`src/rtl/fetch_decode_queue.sv`:
```
// Circular fetch->decode queue holding {pc, pc+4, instr}; flushed on execute redirect.
// Optional same-cycle empty-queue bypass enabled by defining IFQ_BYPASS_EN.
module fetch_decode_queue #(
  parameter int unsigned DEPTH     = 4,
  parameter logic [31:0] NOP_INSTR = 32'h0000_0013
) (
  input  logic                       clk,
  input  logic                       reset,
  input  logic                       F_valid,
  input  logic [31:0]                F_pc_current,
  input  logic [31:0]                F_pc_plus_4,
  input  logic [31:0]                F_instr,
  output logic                       F_ready,
  output logic                       D_valid,
  output logic [31:0]                D_pc,
  output logic [31:0]                D_pc_plus_4,
  output logic [31:0]                D_instr,
  input  logic                       D_ready,
  input  logic                       E_flush,
  output logic [$clog2(DEPTH):0]     count
);

  localparam int unsigned PW = $clog2(DEPTH);
  localparam int unsigned CW = PW + 1;

  typedef struct packed {
    logic [31:0] pc;
    logic [31:0] pc_plus_4;
    logic [31:0] instr;
  } entry_t;

  entry_t        mem [DEPTH];
  entry_t        head;
  logic [PW-1:0] wr_ptr;
  logic [PW-1:0] rd_ptr;
  logic          full;
  logic          empty;
  logic          bypass;
  logic          push;
  logic          pop;

  assign full  = (count == CW'(DEPTH));
  assign empty = (count == '0);

`ifdef IFQ_BYPASS_EN
  assign bypass = empty & F_valid & ~E_flush;
`else
  assign bypass = 1'b0;
`endif

  // Ready is a function of registered occupancy only, so a full queue refuses even when popping.
  assign F_ready = ~full;
  assign push    = F_valid & F_ready & ~E_flush & ~(bypass & D_ready);
  assign pop     = ~empty & D_ready & ~E_flush;

  // Head presentation: stored entry, or live fetch data when bypassing an empty queue.
  always_comb begin
    head        = mem[rd_ptr];
    D_valid     = ~empty | bypass;
    D_pc        = '0;
    D_pc_plus_4 = '0;
    D_instr     = NOP_INSTR;
    if (bypass) begin
      head = '{pc: F_pc_current, pc_plus_4: F_pc_plus_4, instr: F_instr};
    end
    if (D_valid) begin
      D_pc        = head.pc;
      D_pc_plus_4 = head.pc_plus_4;
      D_instr     = head.instr;
    end
  end

  // Pointer and occupancy state; flush outranks any push/pop in the same cycle.
  always_ff @(posedge clk) begin
    if (reset || E_flush) begin
      wr_ptr <= '0;
      rd_ptr <= '0;
      count  <= '0;
    end else begin
      if (push) wr_ptr <= wr_ptr + PW'(1);
      if (pop)  rd_ptr <= rd_ptr + PW'(1);
      case ({push, pop})
        2'b10:   count <= count + CW'(1);
        2'b01:   count <= count - CW'(1);
        default: count <= count;
      endcase
    end
  end

  // Storage needs no reset; unread slots are never presented.
  always_ff @(posedge clk) begin
    if (!reset && push) begin
      mem[wr_ptr] <= '{pc: F_pc_current, pc_plus_4: F_pc_plus_4, instr: F_instr};
    end
  end

endmodule

```
`config.mk`:
```
export PLATFORM = sky130hd
export DESIGN_NAME = fetch_decode_queue
export DESIGN_NICKNAME = d
export VERILOG_FILES = /design/src/rtl/fetch_decode_queue.sv
export SDC_FILE = /design/constraint.sdc
export NUM_CORES = 1
export LEC_CHECK = 0
export BUFFER_PORTS_ARGS = -buffer_cell sky130_fd_sc_hd__buf_2
export CORE_MARGIN = 2
export CORE_UTILIZATION = 62
export DETAILED_ROUTE_END_ITERATION = 8
export GPL_ROUTABILITY_DRIVEN = 1
export PLACE_DENSITY = 0.87
export SLEW_MARGIN = 20
export SYNTH_ARGS = -nofsm -noshare
export SYNTH_HDL_FRONTEND = slang
export SYNTH_SLANG_ARGS = --single-unit
```
`constraint.sdc`:
```
create_clock -name clk -period 6.43 [get_ports clk]
set_input_delay 1.286 -clock clk [delete_from_list [all_inputs] [get_ports clk]]
set_output_delay 1.286 -clock clk [all_outputs]
set_load 0.05 [all_outputs]
```
==> results.sh, run 1 <==
export IMPL_status="completed"
export IMPL_fin_crit_ns=4.18
export IMPL_area_delta_synth_final_pct=17.4
export IMPL_finalSetupTns_ns=0
export IMPL_syn_cell_area_mm2=0.0150
export IMPL_dieArea_mm2=0.0254
export IMPL_synthDistinctLibCells=25
export IMPL_numPortBuffers=201
export IMPL_power_leakage_nw=6.01
export IMPL_postRouteAntennaNets=0
export IMPL_wl_per_cell_um=22.8
export IMPL_maxCapViolations=0
export IMPL_crit_path_start_kind="register"
export IMPL_setup_viol=0
export IMPL_cts_buffers=40
export IMPL_slew_headroom_pct=30.5
export IMPL_drv_slew=0
export IMPL_worstSetupEndpointType="output port"
export IMPL_grt_pass1_vias=7607
export IMPL_ioPinCount=202
export IMPL_synth_cells=663
export IMPL_totalWireLength_um=28100
export IMPL_hpwl_um=15700
export IMPL_track_usage_pct=22.4
export IMPL_grt_setup_unrepaired="no"
export IMPL_final_layout_size_suffix_gt1_share_pct=40.7
export IMPL_crit_required_ns=5.14
export IMPL_die_w_um=159
export IMPL_drt_pass1_iterations=4
export IMPL_r2r_cells=4
export IMPL_gp_congestion=0.790
export IMPL_arrival_ns=2.90
export IMPL_period_share_pct=65.0
export IMPL_grt_max_degree=75
export IMPL_synth_avg_cell_area_um2=22.6
export IMPL_clock_latency_ns=0.52
export IMPL_final_common_cell="edfxtp_1"
export IMPL_worst_slew_pin_slew_ns=1.04
export IMPL_pre_cts_slack_ns=2.58
export IMPL_num_rows=56
export IMPL_die_h_um=159
export IMPL_clock_path_buffers=3
export IMPL_reg2reg_to="mem[1][62]"
export IMPL_hp_start="rd_ptr[1]"
export IMPL_cts_sinks=393
export IMPL_cts_tree="built"
export IMPL_max_freq_ghz=0.239
export IMPL_start_util_pct=63.4
export IMPL_crit_type="register to output port"
export IMPL_clk_pin_slew_ns=0.06
export IMPL_ir_drop_uv=235
export IMPL_hold_path_cell_count=2
export IMPL_cts_root_buf="clkbuf_16"
export IMPL_hold_viol=0
export IMPL_regToRegSetupSlack_ns=3.44
export IMPL_holdCritPathClass="register to register"
export IMPL_fin_ws_ns=2.25
export IMPL_reg2reg_from="count[1]"
export IMPL_syn_num_nets=770
export IMPL_synth_seq_cells=393
export IMPL_powerDensity_mw_per_mm2=295
export IMPL_cts_resized_gates=0
export IMPL_ys_warn_count=0
export IMPL_cts_htree_levels=2
export IMPL_postCtsSetupBuffers=0
export IMPL_vias=7166
export IMPL_drt_iter0_markers=568
export IMPL_via_per_inst=5.82
export IMPL_mostFrequentLayoutCells="edfxtp_1 (384), buf_2 (201), mux4_2 (96)"
export IMPL_fin_nets=991
export IMPL_grt_pass1_wl_um=43000
export IMPL_holdBufCountCts=0
export IMPL_seq_area_frac_synth_pct=78.3
export IMPL_drc=0
export IMPL_overflow=0
export IMPL_cp_max_fo=57
export IMPL_design_core_area_mm2=0.0236
export IMPL_clock_skew_ns=0.0143
export IMPL_final_util_pct=74.4
export IMPL_antenna_found_initial=4
state kept, by name (all words and copies together), names as in the netlist, named ones only:
| name | cells |
|---|---|
| rd_ptr | 2 |
| wr_ptr | 2 |
| count | 3 |
| mem | 384 |
power breakdown:
part	internal [W]	total (W)	switching [W]	leakage, nW
clock	0.00121	0.00211	0.000893	0.583
sequential	0.00284	0.00285	0.00000826	3.54
combinational	0.0000712	0.000222	0.000151	1.88
cell families after synthesis:
kind of cell               synth area share, %
AOI/OAI and AO/OA                        0.301
xor gates and xnor gates                 0.176
adders and majority gates                0.552
buffers and inverters                     1.43
DFF                                       78.3
muxes                                     14.4
and+or+nand+nor                           4.82
final cells by class:
class	count	area, µm²
tap	319	399
multi-input combinational	231	3060
timing repair buffer	212	1170
antenna	3	7.51
sequential	393	11700
clock buffer	54	1070
inverter	6	23.8
clock inverter	13	106
fill	1319	6050
worst max-delay path by stage:
stage / end / cells past startpoint / startpoint
after global placement: D_pc_plus_4[2] / 4 / register
final: D_instr[11] / 5 / count[2]
after CTS: D_pc_plus_4[2] / 4 / register
after floorplan: mem[0][0] / 2 / E_flush
after global routing: D_instr[11] / 5 / count[0]
after detailed placement: D_pc[1] / 4 / register
worst max-delay path, cell delays in order, from the launching register on:
cell      delay [ns]
dfxtp_1         0.37
nor3_2          0.44
clkinv_2        0.57
buf_4           0.50
and2_1          0.26
buf_2           0.22
layer usage:
layer,share of wire (%),GRT usage (%)
met5,0.046,0
met1,38,28.9
met3,5.4,3.57
met4,2.5,7.85
met2,54,39.3
Yosys cell counts:
library cell	count	area, µm²
nand2_1	2	7.51
or3_1	2	12.5
clkbuf_1	16	60.1
edfxtp_1	384	11500
or3b_1	1	8.76
o21ai_0	3	15.0
or2_2	1	6.26
nor3_2	1	10.0
a21oi_1	3	15.0
buf_2	11	55.1
inv_1	6	22.5
buf_12	1	20.0
or2_1	3	18.8
nand4_1	2	12.5
dfxtp_1	9	180
and3_1	4	25.0
buf_6	5	56.3
mux4_2	96	2160
fa_1	1	20.0
o31ai_1	2	15.0
nand2b_1	1	6.26
ha_1	5	62.6
nor2_1	7	26.3
xor2_1	3	26.3
and2_1	94	588
per-stage QoR:
| stage | total power [W] | hold slack, ns | instance area [µm²] | cells |
|---|---|---|---|---|
| global placement | 0.00311 | 0.459 | 16300 | 1157 |
| detailed placement | 0.00312 | 0.474 | 16300 | 1157 |
| floorplan | 0.00303 | 0.459 | 15000 | 663 |
| CTS | 0.00521 | 0.489 | 17500 | 1224 |
| global route | 0.00533 | 0.527 | 17600 | 1231 |
| finish | 0.00518 | 0.495 | 17600 | 1231 |
Power figures use the tool's default switching activity.
==> run 2: changes to the inputs <==
CORE_UTILIZATION = 57   (was 62)
PLACE_DENSITY = 0.81   (was 0.87)
clock period = 4.2 ns   (was 6.43 ns; I/O delays follow)
==> run 2 against run 1 <==
Sequential power increased by 53%; worst hold slack got worse by 0.0061 ns; clock power increased by 57%; clock-buffer cell count decreased by 5; utilization decreased by 6.2 points; die area increased by 8.5%; first-iteration DRC count decreased by 6.2%; highest routed layer is now met4; cell area increased by 0.53%; cell count increased by 1.5%.
==> results.sh, run 2 (same netlist as run 1, synthesis figures left out) <==
export IMPL_status="completed"
export IMPL_reg2reg_to="count[2]"
export IMPL_grt_max_degree=51
export IMPL_cts_root_buf="clkbuf_16"
export IMPL_final_layout_size_suffix_gt1_share_pct=40.6
export IMPL_grt_busiest_layer="met2"
export IMPL_regToRegSetupSlack_ns=1.69
export IMPL_overflow=0
export IMPL_fin_nets=993
export IMPL_ioPinCount=202
export IMPL_maxCapViolations=0
export IMPL_drv_slew=0
export IMPL_arrival_ns=2.62
export IMPL_die_h_um=166
export IMPL_r2r_cells=9
export IMPL_largest_reg_flops=384
export IMPL_grt_use_met1_pct=26.5
export IMPL_ir_drop_uv=355
export IMPL_wl_per_cell_um=22.2
export IMPL_powerDensity_mw_per_mm2=454
export IMPL_holdCritPathClass="register to register"
export IMPL_power_share_combinational_pct=4.3
export IMPL_area_delta_synth_final_pct=18.0
export IMPL_crit_buf_inv=2
export IMPL_clock_latency_ns=0.51
export IMPL_finalSetupTns_ns=0
export IMPL_cts_sinks=393
export IMPL_setup_viol=0
export IMPL_critical_path_top_delay_family="flip-flops"
export IMPL_antenna_found_initial=1
export IMPL_hold_path_cell_count=2
export IMPL_regMostFlops="mem"
export IMPL_holdBufCountCts=0
export IMPL_slowest_delay_ns=0.71
export IMPL_max_freq_ghz=0.289
export IMPL_num_rows=59
export IMPL_totalWireLength_um=27700
export IMPL_sw_frac_of_total_pct=19.9
export IMPL_clock_skew_ns=0.0105
export IMPL_crit_path_start_kind="register"
export IMPL_drt_pass1_iterations=5
export IMPL_cp_endpoint="D_pc_plus_4[13]"
export IMPL_start_util_pct=57.7
export IMPL_track_usage_pct=20.3
export IMPL_power_leakage_nw=6.04
export IMPL_grt_pass1_wl_um=42900
export IMPL_postCtsSetupBuffers=0
export IMPL_seqPwrFrac_pct=54.4
export IMPL_cp_cell_sequence="buf_12 > mux4_2 > and2_1 > buf_2"
export IMPL_fin_crit_ns=3.46
export IMPL_postRouteAntennaNets=0
export IMPL_period_share_pct=82.4
export IMPL_clock_path_buffers=3
export IMPL_slowest_stage="dfxtp_4"
export IMPL_use_met2_pct=34.9
export IMPL_dieArea_mm2=0.0276
export IMPL_cts_tree="built"
export IMPL_hold_viol=0
export IMPL_vias=7066
export IMPL_crit_cells=4
export IMPL_reg2reg_from="count[2]"
export IMPL_n_antenna_cell=0
export IMPL_cts_buffers=39
export IMPL_slew_headroom_pct=50.1
export IMPL_via_per_inst=5.66
export IMPL_p_sw_w=0.00159
export IMPL_numPortBuffers=201
export IMPL_final_util_pct=68.1
export IMPL_grt_setup_unrepaired="no"
export IMPL_worst_slew_pin_slew_ns=0.748
export IMPL_hpwl_um=16700
export IMPL_cts_htree_levels=2
export IMPL_cp_max_fo=40
export IMPL_drt_iter0_markers=533
export IMPL_clk_pin_slew_ns=0.06
export IMPL_met3_usage_pct=3.62
export IMPL_grt_pass1_vias=7483
export IMPL_design_core_area_mm2=0.0259
export IMPL_crit_type="register to output port"
export IMPL_worstSetupEndpointType="output port"
export IMPL_cts_resized_gates=0
export IMPL_power_internal_w=0.00642
export IMPL_gp_congestion=0.728
export IMPL_top_regs="mem: 384 flops, count: 3 flops"
export IMPL_die_w_um=166
export IMPL_crit_required_ns=3.36
export IMPL_final_common_cell="edfxtp_1"
export IMPL_mostFrequentLayoutCells="edfxtp_1 (384), buf_2 (201), mux4_2 (96)"
export IMPL_drc=0
export IMPL_pwr_share_clk_pct=41.3
run 2: cell count changes in the layout (fill, tap and decap cells not counted):
cell,change
clkbuf_1,-5
diode_2,-3
buf_12,+6
inv_2,+1
buf_16,-3
inv_6,-2
bufinv_16,+2
clkinv_1,+9
clkinvlp_4,+1
clkinv_2,-3
inv_8,-1
run 2: stage by stage:
stage | instances | instance area, µm² | total power (W) | setup WS [ns] | hold WS, ns
2_1_floorplan | 663 | 15000 | 0.00464 | 0.999 | 0.459
6_report | 1249 | 17700 | 0.00801 | 0.738 | 0.488
3_3_place_gp | 1180 | 16400 | 0.00477 | 1.23 | 0.458
3_5_place_dp | 1180 | 16400 | 0.00478 | 1.20 | 0.482
4_1_cts | 1249 | 17700 | 0.00808 | 0.652 | 0.494
5_1_grt | 1249 | 17700 | 0.00825 | 0.544 | 0.530
run 2: how the worst min path moves through the flow:
stage | slack, ns | to | startpoint
after detailed placement | 0.48 | register | rd_ptr[1]
final | 0.49 | register | rd_ptr[1]
after CTS | 0.49 | register | rd_ptr[1]
after global routing | 0.53 | mem[1][53] | F_pc_plus_4[21]
after global placement | 0.46 | register | rd_ptr[1]
after floorplan | 0.46 | register | rd_ptr[1]
run 2: power groups by stage:
stage          Sequential, W  Clock, W  Combinational (W)
2_1_floorplan        0.00444         0           0.000199
3_5_place_dp         0.00444         0           0.000342
4_1_cts              0.00436   0.00338           0.000344
3_3_place_gp         0.00444         0           0.000332
6_report             0.00436   0.00331           0.000341
5_1_grt              0.00436   0.00353           0.000364
run 2: metal layers:
metal | up-vias | part of all wire (%)
met4 | 0 | 2.7
met3 | 52 | 5.2
li1 | 3150 | -
met5 | - | 0
met1 | 3641 | 39
met2 | 223 | 53
run 2: layout make-up:
cell class / count / area [µm²]
Inverter: 6 / 22.5
Clock inverter: 20 / 169
Fill cell: 1616 / 8260
Timing Repair Buffer: 215 / 1210
Clock buffer: 49 / 1060
Sequential cell: 393 / 11700
Multi-Input combinational cell: 231 / 3060
Tap cell: 335 / 419
run 2: worst min-delay path, cell delays in order, from the launching register on:
cell and delay, ns:
dfxtp_1 0.31, o21ai_0 0.06, a21oi_1 0.07
